<file path="src/rtl/mem_access_unit.sv">
// mem_access_unit: MEM-stage data-memory access unit.
// Turns the decoded memory controls into one valid/ready bus transaction.
// It generates the byte-lane enables and replicates store data across the
// lanes. For loads it extracts the addressed byte or half and sign- or
// zero-extends it. The pipeline stalls until the access completes, is
// rejected as misaligned, or times out.
module mem_access_unit #(
  parameter int AW             = 32,
  parameter int DW             = 32,
  parameter int TIMEOUT_CYCLES = 16
) (
  input  logic          clk,
  input  logic          reset,
  input  logic          req_valid,
  input  logic          memwrite,
  input  logic          memtoreg,
  input  logic [1:0]    lwhb,
  input  logic [1:0]    swhb,
  input  logic          lunsigned,
  input  logic [AW-1:0] addr,
  input  logic [DW-1:0] wdata,
  output logic          stall,
  output logic          done,
  output logic [DW-1:0] rdata,
  output logic          misalign,
  output logic          bus_err,
  output logic          bus_req,
  output logic          bus_we,
  output logic [AW-1:0] bus_addr,
  output logic [3:0]    bus_be,
  output logic [DW-1:0] bus_wdata,
  input  logic          bus_ready,
  input  logic          bus_rvalid,
  input  logic [DW-1:0] bus_rdata
);

  typedef enum logic [1:0] {
    IDLE = 2'd0,
    REQ  = 2'd1,
    RESP = 2'd2,
    DONE = 2'd3
  } state_t;

  // Counter only has to reach TIMEOUT_CYCLES-1.
  localparam int CW = (TIMEOUT_CYCLES > 1) ? $clog2(TIMEOUT_CYCLES) : 1;
  localparam logic [CW-1:0] TO_LAST = CW'((TIMEOUT_CYCLES > 0) ? TIMEOUT_CYCLES - 1 : 0);
  localparam bit TO_EN = (TIMEOUT_CYCLES != 0);

  localparam logic [1:0] W_NONE = 2'b00;
  localparam logic [1:0] W_BYTE = 2'b01;
  localparam logic [1:0] W_HALF = 2'b10;
  localparam logic [1:0] W_WORD = 2'b11;

  state_t        state_q, state_d;
  logic [CW-1:0] cnt_q, cnt_d;
  logic          done_q, done_d;
  logic          misalign_q, misalign_d;
  logic          bus_err_q, bus_err_d;
  logic          bus_req_q, bus_req_d;
  logic          bus_we_q, bus_we_d;
  logic [AW-1:0] bus_addr_q, bus_addr_d;
  logic [3:0]    bus_be_q, bus_be_d;
  logic [DW-1:0] bus_wdata_q, bus_wdata_d;
  logic [DW-1:0] rdata_q, rdata_d;
  logic [1:0]    width_q, width_d;
  logic [1:0]    off_q, off_d;
  logic          uns_q, uns_d;

  // Lane enables for a width code and byte offset.
  function automatic logic [3:0] lane_be(input logic [1:0] w, input logic [1:0] off);
    logic [3:0] be;
    case (w)
      W_WORD:  be = 4'b1111;
      W_HALF:  be = off[1] ? 4'b1100 : 4'b0011;
      W_BYTE:  be = 4'b0001 << off;
      default: be = 4'b0000;
    endcase
    return be;
  endfunction

  // Replicates right-aligned store data onto every lane it may land on.
  function automatic logic [31:0] store_rep(input logic [1:0] w, input logic [31:0] d);
    logic [31:0] r;
    case (w)
      W_HALF:  r = {2{d[15:0]}};
      W_BYTE:  r = {4{d[7:0]}};
      default: r = d;
    endcase
    return r;
  endfunction

  // Pulls the addressed byte/half out of the read word and extends it.
  function automatic logic [31:0] load_ext(input logic [1:0] w, input logic [1:0] off,
                                           input logic uns, input logic [31:0] rd);
    logic [31:0] sh_b;
    logic [31:0] sh_h;
    logic [31:0] r;
    sh_b = rd >> {off, 3'b000};
    sh_h = rd >> {off[1], 4'b0000};
    case (w)
      W_BYTE:  r = {{24{~uns & sh_b[7]}}, sh_b[7:0]};
      W_HALF:  r = {{16{~uns & sh_h[15]}}, sh_h[15:0]};
      default: r = rd;
    endcase
    return r;
  endfunction

  logic       is_store, is_load;
  logic [1:0] req_w;
  logic       req_misal;
  logic       to_hit;

  assign is_store  = memwrite;
  assign is_load   = ~memwrite & memtoreg;
  assign req_w     = memwrite ? swhb : lwhb;
  assign req_misal = ((req_w == W_HALF) && addr[0]) ||
                     ((req_w == W_WORD) && (addr[1:0] != 2'b00));
  assign to_hit    = TO_EN && (cnt_q == TO_LAST);

  // Next-state and registered-output logic.
  always_comb begin
    state_d     = state_q;
    cnt_d       = cnt_q;
    done_d      = done_q;
    misalign_d  = misalign_q;
    bus_err_d   = bus_err_q;
    bus_req_d   = bus_req_q;
    bus_we_d    = bus_we_q;
    bus_addr_d  = bus_addr_q;
    bus_be_d    = bus_be_q;
    bus_wdata_d = bus_wdata_q;
    rdata_d     = rdata_q;
    width_d     = width_q;
    off_d       = off_q;
    uns_d       = uns_q;

    case (state_q)
      IDLE: begin
        if (req_valid) begin
          rdata_d = '0;
          if ((!is_store && !is_load) || (req_w == W_NONE)) begin
            state_d = DONE;
            done_d  = 1'b1;
          end else if (req_misal) begin
            state_d    = DONE;
            done_d     = 1'b1;
            misalign_d = 1'b1;
          end else begin
            state_d     = REQ;
            cnt_d       = '0;
            width_d     = req_w;
            off_d       = addr[1:0];
            uns_d       = lunsigned;
            bus_req_d   = 1'b1;
            bus_we_d    = is_store;
            bus_addr_d  = {addr[AW-1:2], 2'b00};
            bus_be_d    = lane_be(req_w, addr[1:0]);
            bus_wdata_d = is_store ? store_rep(req_w, wdata) : '0;
          end
        end
      end
      REQ: begin
        if (bus_ready) begin
          bus_req_d = 1'b0;
          if (bus_we_q) begin
            state_d = DONE;
            done_d  = 1'b1;
          end else begin
            state_d = RESP;
            cnt_d   = '0;
          end
        end else if (to_hit) begin
          state_d   = DONE;
          done_d    = 1'b1;
          bus_err_d = 1'b1;
          bus_req_d = 1'b0;
          rdata_d   = '0;
        end else begin
          cnt_d = cnt_q + CW'(1);
        end
      end
      RESP: begin
        if (bus_rvalid) begin
          state_d = DONE;
          done_d  = 1'b1;
          rdata_d = load_ext(width_q, off_q, uns_q, bus_rdata);
        end else if (to_hit) begin
          state_d   = DONE;
          done_d    = 1'b1;
          bus_err_d = 1'b1;
          rdata_d   = '0;
        end else begin
          cnt_d = cnt_q + CW'(1);
        end
      end
      default: begin
        state_d    = IDLE;
        done_d     = 1'b0;
        misalign_d = 1'b0;
        bus_err_d  = 1'b0;
      end
    endcase
  end

  // State and output registers; reset abandons any transaction in flight.
  always_ff @(posedge clk or negedge reset) begin
    if (!reset) begin
      state_q     <= IDLE;
      cnt_q       <= '0;
      done_q      <= 1'b0;
      misalign_q  <= 1'b0;
      bus_err_q   <= 1'b0;
      bus_req_q   <= 1'b0;
      bus_we_q    <= 1'b0;
      bus_addr_q  <= '0;
      bus_be_q    <= '0;
      bus_wdata_q <= '0;
      rdata_q     <= '0;
      width_q     <= W_NONE;
      off_q       <= 2'b00;
      uns_q       <= 1'b0;
    end else begin
      state_q     <= state_d;
      cnt_q       <= cnt_d;
      done_q      <= done_d;
      misalign_q  <= misalign_d;
      bus_err_q   <= bus_err_d;
      bus_req_q   <= bus_req_d;
      bus_we_q    <= bus_we_d;
      bus_addr_q  <= bus_addr_d;
      bus_be_q    <= bus_be_d;
      bus_wdata_q <= bus_wdata_d;
      rdata_q     <= rdata_d;
      width_q     <= width_d;
      off_q       <= off_d;
      uns_q       <= uns_d;
    end
  end

  assign stall     = ((state_q == IDLE) && req_valid) || (state_q == REQ) || (state_q == RESP);
  assign done      = done_q;
  assign rdata     = rdata_q;
  assign misalign  = misalign_q;
  assign bus_err   = bus_err_q;
  assign bus_req   = bus_req_q;
  assign bus_we    = bus_we_q;
  assign bus_addr  = bus_addr_q;
  assign bus_be    = bus_be_q;
  assign bus_wdata = bus_wdata_q;

endmodule
</file>
<file path="config.mk">
export PLATFORM = sky130hd
export DESIGN_NAME = mem_access_unit
export DESIGN_NICKNAME = d
export VERILOG_FILES = /design/src/rtl/mem_access_unit.sv
export SDC_FILE = /design/constraint.sdc
export NUM_CORES = 1
export LEC_CHECK = 0
export CORE_MARGIN = 8
export CORE_UTILIZATION = 50
export DETAILED_ROUTE_END_ITERATION = 10
export DONT_BUFFER_PORTS = 1
export PLACE_DENSITY = 0.69
export RECOVER_POWER = 50
export SYNTH_ARGS = -nofsm -noshare
export SYNTH_HDL_FRONTEND = slang
export SYNTH_SLANG_ARGS = --single-unit
export TNS_END_PERCENT = 100
</file>
<file path="constraint.sdc">
create_clock -name clk -period 2.1 [get_ports clk]
set_clock_uncertainty 0.05 [all_clocks]
set_input_delay 0.42 -clock clk [delete_from_list [all_inputs] [get_ports clk]]
set_output_delay 0.42 -clock clk [all_outputs]
set_load 0.02 [all_outputs]
</file>
# == Word level (Yosys, flattened, before mapping) ==
# Index checks and enable logic that the tools add are counted.
# totals
reg_bits,114
in_bits,108
out_inout_bits,106
wordCells,116
# op_classes
n_addsub,1
eq_ne,18
shift,3
n_mux,48
bitwise_logic,9
reduce_logical,23
# ops
operator,n
$mux 32,5
$pmux 32 s2,2
$pmux 32 s3,1
$mux 4,8
$shr 32x5->16,1
$shr 32x5->8,1
$pmux 4 s3,2
$mux 1,18
$mux 2,7
$ne 2x2->1 const B,6
$ne 3x3->1 const B,4
$reduce_and 3->1,3
$eq 2x2->1 const B,4
$reduce_and 4->1,2
$eq 2x1->1 const B,3
$not 1->1,6
$pmux 1 s3,2
$pmux 2 s3,1
$reduce_and 6->1,1
$reduce_and 5->1,1
$add 4x1->4 const B,1
$eq 4x4->1 const B,1
$logic_and 1x1->1,4
$logic_not 2->1,2
other kinds (8),16

# == Depth between registers and ports, before layout ==
# depth
ltp_word,8
depth_mapped,11

# == Worst setup path before layout ==
# Ideal clock, no wire load.
# synth_timing
path_type,input -> register
from,in memwrite
to,"reg bus_addr_q[10], in the netlist bus_addr[10]"
setup_ns,0.125
arrival_ns,2.339
required_ns,1.925
path_slack_ns,-0.413
path_stages,10
n_path_buf,3
cell_sequence,buf_2 > mux2i_1 > inv_1 > ha_1 > o21ai_1 > nand2_1 > nand4b_1 > buf_2 > buf_2 > mux2_2
# synth_lines
element,line_no,rtl
"start, declared",15,"input logic memwrite,"
$mux 2 (*),115,assign req_w = memwrite ? swhb : lwhb;
net req_w[0],109,logic [1:0] req_w;
"$eq 2x2->1, on equally long branches","116, 117",
"$logic_and 1x1->1, on equally long branches","116, 117",
$logic_or 1x1->1,116,assign req_misal = ((req_w == W_HALF) && addr[0]) ||
$not 1->1 (no source line),--,
$reduce_and 4->1 (no source line) (*),--,
"end signal, assigned",230,bus_addr_q <= bus_addr_d;
"end, declared",61,"logic [AW-1:0] bus_addr_q, bus_addr_d;"
# The timed path passes the listed nets; every way through them passes the cells marked *.
# A chain may end at the register's enable or synchronous reset.

# == Worst setup path in the final report ==
# layout_timing
from,reg state_q[0]
to,out stall
# layout_between
elab_chain_cells,4
# layout_rtl
element,line_no,rtl
"start, declared",54,"state_t state_q, state_d;"
"start signal, assigned",223,state_q <= state_d;
$logic_not 2->1,240,assign stall = ((state_q == IDLE) && req_valid) || (state_q == REQ) || (state_q == RESP);
$logic_and 1x1->1,240,
$logic_or 1x1->1,240,
$logic_or 1x1->1 (*),240,
"end, declared",22,"output logic stall,"
# Mark *: on every way between the ends. The rest lies on a longest branch, timed or not.

==> run metrics <==
RR Endpoint rdata[28]; Final Non-Filler Cells 758; post-route setup TNS 0 ps; Post-Synthesis Cells 590; power density over the cells 1690 mW/mm^2; Filler cells 960; Final Worst Setup Slack 60.4 ps; post-layout min period 2040 ps; fin crit share 97.1%; Synth Register Bits 114; clock buffer depth 2; total gr overflow 0; Worst-Skew Late Latency 410 ps; Global Route Usage Sum 21.2%; CP Capture Type output port; Core Rows 39; vias per cell 6.00; Max Clock Freq 490 MHz; core footprint 0.0113 sq mm; Critical-path top delay cell dfrtp_1; Worst-Margin Slew 537 ps; synth warn 0; hpwl dp 11,700 microns; drt first pass iters 5; Total Die Area 0.0151 sq mm; reg2reg start state_q[0]; Seq/Total Area, Yosys 49.9%; Worst Path Arrival 1570 ps; Final nets 723; clock slew at reported path FFs 50 ps; vias in the first global route 4,562; antenna violations before repair 0; Die Wd 123 microns; Peak supply drop 0.000909 V; # setup viols final 0; Post-synth EDFFs 0; worst reg-to-reg setup slack 80 ps; DRC Markers 0; share of cells above drive strength 1 19.0%; violated checks negative hold slack; CTS tree built; Max Cap Violations 0; worst slack at placement -107 ps; Slew headroom 64.0%; top-level port count 214; cts bufs inserted 17; Req. time, crit path 1630 ps; synthesis-to-layout area growth 18.0%; Hold Fails Final Rpt 114; Synth cell types 45; DP Area 0.00604 sq mm; first-iteration detailed-routing DRC count 432; design area 0.00675 sq mm; final max-slew violation count 0; asr flop ratio synth 100%; kind of critical path reg -> out; Via Count 4,548; Synth Cell Area 0.00572 sq mm; Clock Sinks 114; Main synth FF type dfrtp_1; hold_ws -344 ps; n_diodes 0; RSZ-0062 raised after global routing no; fin util 59.9%; Final ANT Viol Nets 0; Placed Cells 726; Post-Syn Area per Cell 9.69 sq um; crit path max fanout 9; Slowest Stage Delay on Critical Path 380 ps; WL/cell 20.9 microns; global-route wire length before repair 24,600 microns; largest net degree at the start of global routing 115; die height 123 microns; Initial Util 50.7%; PortBufs 0; H-tree depth 4; Overall Power 11.4 mW; Hold Path Class in -> async; R2R cell count 7; critical path startpoint category register; Pleak 3.00 nW; crit path cell chain inv_2 -> ha_1 -> buf_4 -> nor2_2 -> o21ai_2 -> buf_6; final WL 15,900 microns; Routability Congestion 0.869; status complete, but fails checks; root buffer cell clkbuf_16
area by class of cell:
class	count	area (sq um)	area share, %
tap	143	179	2.65
sequential	114	2850	42.3
clock buffer	23	498	7.38
clock inverter	8	173	2.56
timing repair buffer	29	246	3.65
inverter	26	97.6	1.45
multi-input combinational	415	2700	40.0
cells in the final DEF, fill, tap and decap left out, types with 3 or more instances in the layout:
cell type	n
dfrtp_1	114
nand2_1	94
o21ai_0	85
a21oi_1	37
mux2_2	36
buf_4	26
inv_1	22
nor2_1	19
clkbuf_16	17
nand2b_1	16
a22o_1	9
a22oi_1	9
ha_1	9
o22ai_1	8
o22a_1	8
a21boi_0	8
o31ai_1	7
mux2i_1	7
nor2b_1	7
o221ai_1	7
clkbuf_8	5
bufinv_16	5
nand3_1	4
o21ai_1	4
a31oi_1	4
inv_2	4
a41oi_1	3
clkinvlp_4	3
worst max path at each step:
stage	slack (ps)	start	cells after the start	end
after CTS	2	state_q[1]	6	stall
after floorplan	-80	memwrite	10	bus_addr[10]
after global placement	-40	memwrite	7	bus_we
after global routing	6	state_q[0]	7	rdata[11]
final	60	state_q[0]	6	stall
after detailed placement	-110	memwrite	7	bus_we
sequential cells by signal (all words and copies together), names as in the netlist:
register,flops
bus_wdata,32
rdata,32
bus_addr,30
bus_be,4
cnt_q,4
off_q,2
state_q,2
width_q,2
bus_err,1
bus_req,1
bus_we,1
done,1
misalign,1
uns_q,1
critical path: cells and delay by family (launching register included):
kind	cells	cell delay, ps
simple gates	1	110
flops	1	380
compound gates	1	80
fa+ha+maj	1	210
buf+inv	3	380
power by group:
group / switching (mW) / internal, mW
clock: 0.979 / 2.26
combinational: 1.85 / 1.48
sequential: 1.78 / 3.06
metal layers:
layer,up-vias,routed length [microns],GRT usage [%]
met5,-,0,0
met4,0,334,9.75
met3,28,2080,10.4
met2,218,7750,34.1
met1,2188,5710,23.2
li1,2114,-,-
kinds of logic (layout without fill, tap and decap cells):
logic type      count (synthesis)  after routing  synth area share, %
flops                         114            114                 49.9
mux                            46             46                 9.06
compound gates                202            202                 21.6
buf+inv                        62             86                 4.49
fa+ha+maj                      12             12                 2.63
other cells                     1              2               0.0656
simple gates                  153            153                 12.2
cell usage after synthesis, types with 9 or more instances:
library cell | number | share of area, %
a21oi_1 | 37 | 3.2
a22o_1 | 9 | 1.4
a22oi_1 | 9 | 1.2
clkbuf_1 | 22 | 1.4
dfrtp_1 | 114 | 50
ha_1 | 12 | 2.6
inv_1 | 26 | 1.7
mux2_2 | 36 | 7.1
mux2i_1 | 9 | 1.6
nand2_1 | 95 | 6.2
nand2b_1 | 17 | 1.9
nor2_1 | 20 | 1.3
o21ai_0 | 88 | 7.7
timing repair:
item                                   CTS  global route
endpoints found under the hold margin  114           114
setup buffers                            2             0
setup endpoints to repair                1             9
pin swaps                                1             1
gates resized for setup                  3             8
No activity file was read; power rests on OpenSTA's default activity.
